<file path="src/rtl/uart_pkg.sv">
`default_nettype none
// +--------------------------------------------------------------------+
// | uart_pkg: shared state encoding, parity codes and width helper      |
// | Revision: 1.0                                                       |
// +--------------------------------------------------------------------+
package uart_pkg;

   typedef enum logic [2:0] {
      IDLE   = 3'd0,
      START  = 3'd1,
      DATA   = 3'd2,
      PARITY = 3'd3,
      STOP   = 3'd4
   } tx_state_t;

   localparam logic [1:0] PAR_NONE = 2'b00;
   localparam logic [1:0] PAR_ODD  = 2'b01;
   localparam logic [1:0] PAR_EVEN = 2'b10;

   // Counter width for a range of n values; a single-value range still needs one bit.
   function automatic int clog2_min1(input int n);
      return (n > 1) ? $clog2(n) : 1;
   endfunction

endpackage
`default_nettype wire

</file>
<file path="src/rtl/uart_parity.sv">
`default_nettype none
// +--------------------------------------------------------------------+
// | uart_parity: parity slot value for the latched transmit word        |
// | Revision: 1.0                                                       |
// +--------------------------------------------------------------------+
module uart_parity
   import uart_pkg::*;
#(
   parameter int         DWIDTH = 8,
   parameter logic [1:0] PARTYP = 2'b00
) (
   input  logic [DWIDTH-1:0] data,
   output logic              parity_out
);

   logic xor_all;

   assign xor_all = ^data;

   // Odd parity makes the total count of ones odd; modes 00/11 send a constant 1.
   always_comb begin
      parity_out = 1'b1;
      case (PARTYP)
         PAR_ODD:  parity_out = ~xor_all;
         PAR_EVEN: parity_out = xor_all;
         default:  parity_out = 1'b1;
      endcase
   end

endmodule
`default_nettype wire

</file>
<file path="src/rtl/uart_tx_ctrl.sv">
`default_nettype none
// +--------------------------------------------------------------------+
// | uart_tx_ctrl: UART transmit sequencer (start, data LSB-first,       |
// | parity slot, stop) with valid/ready word intake. Revision: 1.0      |
// +--------------------------------------------------------------------+
module uart_tx_ctrl
   import uart_pkg::*;
#(
   parameter int         DWIDTH       = 8,
   parameter logic [1:0] PARTYP       = 2'b00,
   parameter int         CLKS_PER_BIT = 16
) (
   input  logic              clk,
   input  logic              rst,
   input  logic              tx_valid,
   input  logic [DWIDTH-1:0] tx_data,
   output logic              tx_ready,
   output logic              tx_out,
   output logic              tx_busy,
   output logic              tx_done
);

   localparam int BW  = clog2_min1(CLKS_PER_BIT);
   localparam int IW  = clog2_min1(DWIDTH);
   localparam logic [BW-1:0] BAUD_LAST = BW'(CLKS_PER_BIT - 1);
   localparam logic [IW-1:0] BIT_LAST  = IW'(DWIDTH - 1);

   tx_state_t         state, state_n;
   logic [BW-1:0]     baud_cnt, baud_n;
   logic [IW-1:0]     bit_idx, bit_n;
   logic [DWIDTH-1:0] data_q, data_n;
   logic              out_n, done_n;
   logic              bit_end;
   logic              parity_bit;

   uart_parity #(
      .DWIDTH (DWIDTH),
      .PARTYP (PARTYP)
   ) u_parity (
      .data       (data_q),
      .parity_out (parity_bit)
   );

   assign tx_ready = (state == IDLE);
   assign tx_busy  = (state != IDLE);
   assign bit_end  = (baud_cnt == BAUD_LAST);

   always_comb begin
      state_n = state;
      baud_n  = bit_end ? '0 : baud_cnt + BW'(1);
      bit_n   = bit_idx;
      data_n  = data_q;
      case (state)
         IDLE: begin
            baud_n = '0;
            bit_n  = '0;
            if (tx_valid) begin
               state_n = START;
               data_n  = tx_data;
            end
         end
         START: begin
            if (bit_end) begin
               state_n = DATA;
               bit_n   = '0;
            end
         end
         DATA: begin
            if (bit_end) begin
               if (bit_idx == BIT_LAST) begin
                  state_n = PARITY;
               end else begin
                  bit_n = bit_idx + IW'(1);
               end
            end
         end
         PARITY: begin
            if (bit_end) state_n = STOP;
         end
         STOP: begin
            if (bit_end) state_n = IDLE;
         end
         default: state_n = IDLE;
      endcase

      // Line level and done pulse are registered, so they follow the upcoming state.
      out_n = 1'b1;
      case (state_n)
         IDLE:    out_n = 1'b1;
         START:   out_n = 1'b0;
         DATA:    out_n = data_q[bit_n];
         PARITY:  out_n = parity_bit;
         STOP:    out_n = 1'b1;
         default: out_n = 1'b1;
      endcase
      done_n = (state_n == STOP) && (baud_n == BAUD_LAST);
   end

   always_ff @(posedge clk) begin
      if (rst) begin
         state    <= IDLE;
         baud_cnt <= '0;
         bit_idx  <= '0;
         data_q   <= '0;
         tx_out   <= 1'b1;
         tx_done  <= 1'b0;
      end else begin
         state    <= state_n;
         baud_cnt <= baud_n;
         bit_idx  <= bit_n;
         data_q   <= data_n;
         tx_out   <= out_n;
         tx_done  <= done_n;
      end
   end

endmodule
`default_nettype wire

</file>
<file path="config.mk">
export PLATFORM = sky130hd
export DESIGN_NAME = uart_tx_ctrl
export DESIGN_NICKNAME = d
export VERILOG_FILES = /design/src/rtl/uart_pkg.sv /design/src/rtl/uart_parity.sv /design/src/rtl/uart_tx_ctrl.sv
export SDC_FILE = /design/constraint.sdc
export NUM_CORES = 1
export LEC_CHECK = 0
export ABC_CLOCK_PERIOD_IN_PS = 2500
export CORE_AREA = 2 2 48 50
export CTS_CLUSTER_DIAMETER = 150
export DETAILED_ROUTE_END_ITERATION = 10
export DIE_AREA = 0 0 50 52
export GPL_ROUTABILITY_DRIVEN = 0
export MAX_ROUTING_LAYER = met4
export PLACE_DENSITY = 0.75
export SLEW_MARGIN = 10
export SYNTH_ARGS = -nofsm -noshare
export SYNTH_HDL_FRONTEND = slang
export SYNTH_HIERARCHICAL = 1
export SYNTH_SLANG_ARGS = --single-unit
</file>
<file path="constraint.sdc">
create_clock -name clk -period 2.5 [get_ports clk]
set_input_delay 0.75 -clock clk [delete_from_list [all_inputs] [get_ports clk]]
set_output_delay 0.75 -clock clk [all_outputs]
set_load 0.01 [all_outputs]
</file>
==> results of run 1 <==
-- worst register-to-register path, stage by stage, from the launching register on --
cell	delay, ns
dfxtp_1	0.38
ha_1	0.26
a211o_1	0.33
or4b_4	0.52
and3_4	0.21
mux2_4	0.30
nor3b_2	0.21
a2111oi_2	0.07
-- report_power, final --
| group | switching [mW] | internal (mW) |
|---|---|---|
| logic | 0.0357 | 0.0411 |
| registers | 0.0104 | 0.331 |
| clock network | 0.0969 | 0.0887 |
-- worst max path at each step --
stage / to / start / slack (ns) / cells after the start
floorplan: tx_out / bit_idx[0] / 0.25 / 7
global placement: tx_out / bit_idx[0] / 0.20 / 7
detailed placement: tx_out / bit_idx[0] / 0.14 / 7
CTS: tx_ready / state[0] / 0.02 / 2
global route: tx_busy / state[0] / 0.02 / 3
finish: tx_out / bit_idx[0] / 0.11 / 7
-- registers in the layout, indices dropped and copies added, names as in the netlist --
name / count
data_q: 8
state: 3
baud_cnt: 4
bit_idx: 3
tx_done: 1
tx_out: 1
-- what timing repair did --
| action | in CTS | in global routing |
|---|---|---|
| resized for setup | 0 | 1 |
| setup buffers | 0 | 0 |
| setup endpoints to repair | 0 | 2 |
-- cell families (layout without fill, tap and decap cells) --
kind of cell | after synthesis | in the layout | synth area share
simple gates | 57 | 57 | 0.296
fa+ha+maj | 2 | 2 | 0.0238
flops | 20 | 20 | 0.380
xor+xnor | 2 | 2 | 0.0166
buf+inv | 13 | 27 | 0.0511
mux | 1 | 1 | 0.0143
other cells | 1 | 1 | 0.00356
compound gates | 33 | 33 | 0.214
-- placed cells by master, fill, tap and decap left out, types with 2 or more instances in the layout --
cell type,instances
dfxtp_1,20
a211oi_1,3
a21o_1,2
ha_1,2
nand3_1,2
o21ai_0,3
and3_1,2
nor3_1,4
nand4_1,3
a21oi_1,13
nor2_1,6
buf_4,4
nor4_1,3
nand2b_1,2
clkbuf_4,3
o211ai_1,2
nand2_1,25
inv_1,5
clkdlybuf4s50_1,14
-- stage by stage --
step | setup WS (ns) | area, um^2 | total power, mW | hold WS (ns)
after floorplan | 0.251 | 1050 | 0.389 | 0.436
after detailed placement | 0.142 | 1220 | 0.425 | 0.449
final | 0.110 | 1260 | 0.604 | 0.464
after CTS | 0.0249 | 1260 | 0.609 | 0.464
after global routing | 0.0199 | 1260 | 0.630 | 0.482
after global placement | 0.204 | 1220 | 0.422 | 0.445
-- metal layers --
metal,up-vias,wire length [um],GRT usage
met4,0,17,0.0833
met5,-,0,-
met3,2,48,0.0172
met1,442,1060,0.247
li1,491,-,-
met2,10,1150,0.336
-- layout make-up --
cell class | count | area, um^2
Fill cell | 189 | 842
Multi-Input combinational cell | 96 | 603
Sequential cell | 20 | 400
Timing Repair Buffer | 18 | 170
Clock buffer | 4 | 36.3
Tap cell | 28 | 35.0
Inverter | 5 | 18.8
==> metrics.md, run 1 <==
| Metric | Value |
|---|---|
| Total routed wirelength | `2270 um` |
| GRT Total Usage | `0.200` |
| Power per Cell Area | `478 mW/mm^2` |
| Die ar. | `0.00260 mm^2` |
| Fraction of synthesized cell area taken by the top area cell type | `0.380` |
| CP endpoint kind | `flip-flop` |
| RSZ-0062 raised after global routing | `false` |
| TritonCTS Sinks | `20` |
| # DRC | `0` |
| CTS clk-pin slew, worst paths | `0.11 ns` |
| DRT Pass-1 Iters | `4` |
| Root buffer cell | `clkbuf_4` |
| Hold EP | `data_q[5]` |
| Mapped cell area | `0.00105 mm^2` |
| Worst path max stage delay | `0.52 ns` |
| Ys async rst share | `0` |
| Clock insertion delay at the later pin of the skew report | `0.29 ns` |
| Min-Delay Path Depth | `2` |
| Largest net degree at the start of global routing | `19` |
| Buf/Inv on CP | `0` |
| Total number of placement rows | `17` |
| Pins Over Slew Limit | `0` |
| Top_reg_cell synth | `dfxtp_1` |
| Top delay family on crit path | `simple AND/OR/NAND/NOR gates` |
| Post-route non-filler standard cell count | `171` |
| Leakage power | `0.474 nW` |
| Final setup viols | `0` |
| Detailed Place HPWL | `1740 um` |
| Max cap viols | `0` |
| Minimum clock period | `2.39 ns` |
| Final Net Count | `157` |
| Worst-margin pin slew | `0.568 ns` |
| Setup tns final | `0 ns` |
| Final Hold Fails | `0` |
| Crit path max fanout | `6` |
| Vert. Die Dim | `52 um` |
| Hold Startpoint | `data_q[5]` |
| CP Class | `flip-flop to flip-flop` |
| Reg-to-Reg End | `tx_out` |
| Highest-delay cell along the critical path | `or4b_4` |
| I/O pin count | `15` |
| Achievable clock frequency | `418 MHz` |
| Port Buf Inserts | `14` |
| Outcome | `finished, final reports clean` |
| Final Core Density | `0.600` |
| Post-synth cell types | `43` |
| Routed Antenna Nets | `0` |
| Vias per inst | `5.53` |
| Flop-to-flop setup slack | `0.11 ns` |
| Post-synthesis register bit count | `20` |
| Most numerous cell in the Yosys netlist | `nand2_1` |
| Ant. Diodes | `0` |
| Total gr overflow | `0` |
| Worst Path Arrival | `2.56 ns` |
| Inst Count DP | `167` |
| Top cells by count, synth | `nand2_1 (25), dfxtp_1 (20), a21oi_1 (13)` |
| Hold buffer count at cts | `0` |
| Detailed Route Iter0 Violations | `19` |
| CP required | `2.67 ns` |
| Hold/Removal Path Class | `flip-flop to flip-flop` |
| Clock tree buffer depth | `2` |
| Routed len/inst | `13.3 um` |
| Reg2reg path depth | `7` |
| Rel. slew slack | `0.619` |
| Synthesized net count | `142` |
| Proportion of layout cells with a drive suffix above 1 | `0.119` |
| CTS HTree Levels | `1` |
| Period Utilization, post-route | `0.956` |
| Synth-to-layout area growth | `20.1%` |
| Synth Area per Inst | `8.16 um^2` |
| First-pass GRT wire length | `3820 um` |
| Maximum VDD drop | `0.376 mV` |
| Num CTS Buffers | `3` |
| Syn. warnings | `6` |
| Horiz. Die Dim | `50 um` |
| Yosys top cell by area | `dfxtp_1` |
| Sequential area share after synthesis | `0.380` |
| Vias in the first global route | `868` |
| CP startpoint kind | `flip-flop` |
| CTS tree | `built` |
| CP cell instances | `ha_1 > a211o_1 > or4b_4 > and3_4 > mux2_4 > nor3b_2 > a2111oi_2` |
| Gate Count Post-Synth | `129` |
| Clock Skew | `0.00120 ns` |
| Vias post-DR | `945` |
| Initial Util | `0.500` |
| Number of flops mapped to enable cells by yosys | `0` |
| Crit Reg-Reg Startpoint | `bit_idx[0]` |
| Initial antenna violation count | `0` |
| Top post-synthesis cells by area | `dfxtp_1 (38%), nand2_1 (8.9%), a21oi_1 (6.2%)` |
| Core Area | `0.00211 mm^2` |
(Power assumes the default switching activity.)
==> run 2, diff against run 1 <==
- HOLD_SLACK_MARGIN: unset -> 0.03
==> results of run 2 <==
No change in the layout: final DEF, timing and power equal those of run 1.
==> run 3, diff against run 2 <==
- CTS_CLUSTER_DIAMETER: 150 -> unset
- PLACE_DENSITY: 0.75 -> 0.83
==> run 3 against run 2 <==
  * Maximum frequency shrank 1.0%
  * Clock skew grew 0.0016 ns
  * Non-clock buffer count is the same
  * Combinational power grew 5.3%
  * Critical path type is now flip-flop to output port
==> metrics.md, run 3 (synthesized netlist as in run 1, its figures left out) <==
| Metric | Value |
|---|---|
| Outcome | `finished, final reports clean` |
| Synth-to-layout area growth | `20.1%` |
| Detailed Place HPWL | `1700 um` |
| Pins Over Slew Limit | `0` |
| Crit Reg-Reg Startpoint | `bit_idx[0]` |
| Vert. Die Dim | `52 um` |
| Achievable clock frequency | `414 MHz` |
| Root buffer cell | `clkbuf_4` |
| # DRC | `0` |
| Routed Antenna Nets | `0` |
| Fill count | `185` |
| RSZ-0062 raised after global routing | `false` |
| Clock Skew | `0.00277 ns` |
| Reg2reg path depth | `7` |
| Most frequent cells in the layout | `nand2_1 (25), dfxtp_1 (20), clkdlybuf4s50_1 (14)` |
| DRT Pass-1 Iters | `4` |
| Flop-to-flop setup slack | `0.11 ns` |
| Critical Path Start | `state[2]` |
| Maximum VDD drop | `0.435 mV` |
| GRT Total Usage | `0.203` |
| Max cap viols | `0` |
| Min-Delay Path Depth | `2` |
| Total number of placement rows | `17` |
| CP endpoint kind | `output port` |
| Vias post-DR | `976` |
| CP Class | `flip-flop to output port` |
| CP required | `1.75 ns` |
| Max FFs per register | `8` |
| Commonest non-fill, non-tap cell in the layout | `nand2_1` |
| Reg-to-Reg End | `tx_out` |
| Vias per inst | `5.71` |
| Horiz. Die Dim | `50 um` |
| Vias in the first global route | `904` |
| I/O pin count | `15` |
| Proportion of layout cells with a drive suffix above 1 | `0.119` |
| CTS tree | `built` |
| Port Buf Inserts | `14` |
| Largest registers | `data_q x8, baud_cnt x4` |
| Largest net degree at the start of global routing | `19` |
| TritonCTS Sinks | `20` |
| Rel. slew slack | `0.607` |
| Worst-margin pin slew | `0.586 ns` |
| CTS clk-pin slew, worst paths | `0.12 ns` |
| Final Hold Fails | `0` |
| Design Power | `614 uW` |
| Clock tree buffer depth | `2` |
| Period Utilization, post-route | `0.966` |
| Hold_ws | `0.468 ns` |
| Core Area | `0.00211 mm^2` |
| CP startpoint kind | `flip-flop` |
| Routed len/inst | `13.4 um` |
| Critical Path End | `tx_ready` |
| Initial Util | `0.500` |
| Total routed wirelength | `2290 um` |
| Power per Cell Area | `486 mW/mm^2` |
| Crit path max fanout | `12` |
| Final worst setup slack | `0.0848 ns` |
| Die ar. | `0.00260 mm^2` |
| First-pass GRT wire length | `3970 um` |
| Detailed Route Iter0 Violations | `25` |
| Num CTS Buffers | `3` |
| Initial antenna violation count | `0` |
| Final Net Count | `157` |
| Total gr overflow | `0` |
| Final setup viols | `0` |
| Worst slack, placed | `0.140 ns` |
| Hold/Removal Path Class | `flip-flop to flip-flop` |
| Worst Path Arrival | `1.67 ns` |
| Largest Register | `data_q` |
| Setup tns final | `0 ns` |
| Minimum clock period | `2.42 ns` |
| Ant. Diodes | `0` |
| CTS HTree Levels | `1` |
| Clock insertion delay at the later pin of the skew report | `0.30 ns` |
| Leakage power | `0.473 nW` |
[run 3: timing repair]
action / CTS / global route
resized for setup: 1 / 0
endpoints found under the hold margin: 0 / 0
endpoints found under the setup margin: 1 / 0
hold buffers: 0 / 0
setup buffers: 0 / 0
[run 3: how the worst min path moves through the flow]
stage	startpoint	endpoint
final	data_q[7]	data_q[7]
after global routing	data_q[7]	data_q[7]
after CTS	data_q[7]	data_q[7]
after detailed placement	data_q[7]	data_q[7]
after global placement	data_q[7]	data_q[7]
after floorplan	data_q[1]	data_q[1]
[run 3: report_power, final]
group	switching, mW	leakage, nW	internal (mW)
sequential	0.00894	0.163	0.331
clock	0.104	0.0210	0.0889
combinational	0.0381	0.289	0.0428
total	0.151	0.473	0.463
[run 3: per-stage QoR]
| step | util | cells | area (um^2) |
|---|---|---|---|
| 4_1_cts | 0.600 | 171 | 1260 |
| 3_5_place_dp | 0.581 | 167 | 1220 |
| 3_3_place_gp | 0.581 | 167 | 1220 |
| 5_1_grt | 0.600 | 171 | 1260 |
| 6_report | 0.600 | 171 | 1260 |
| 2_1_floorplan | - | 129 | 1050 |
[run 3: final cells by class]
type                       instances  area [um^2]  area share
multi-input combinational         96          603       0.477
sequential                        20          400       0.317
timing repair buffer              18          170       0.135
clock buffer                       4         36.3      0.0287
tap                               28         35.0      0.0277
inverter                           5         18.8      0.0149
[run 3: routing by layer]
layer / vias to the layer above / track usage / share of wire
met5: - / - / 0
met4: 0 / 0.0463 / 0.0083
met3: 2 / 0.0201 / 0.039
met2: 29 / 0.362 / 0.51
met1: 456 / 0.248 / 0.44
li1: 489 / - / -
[run 3: worst max-delay path: stages, from the launching register on]
cell and delay [ns]:
dfxtp_1 0.46, nor3_2 0.31, clkdlybuf4s50_1 0.59
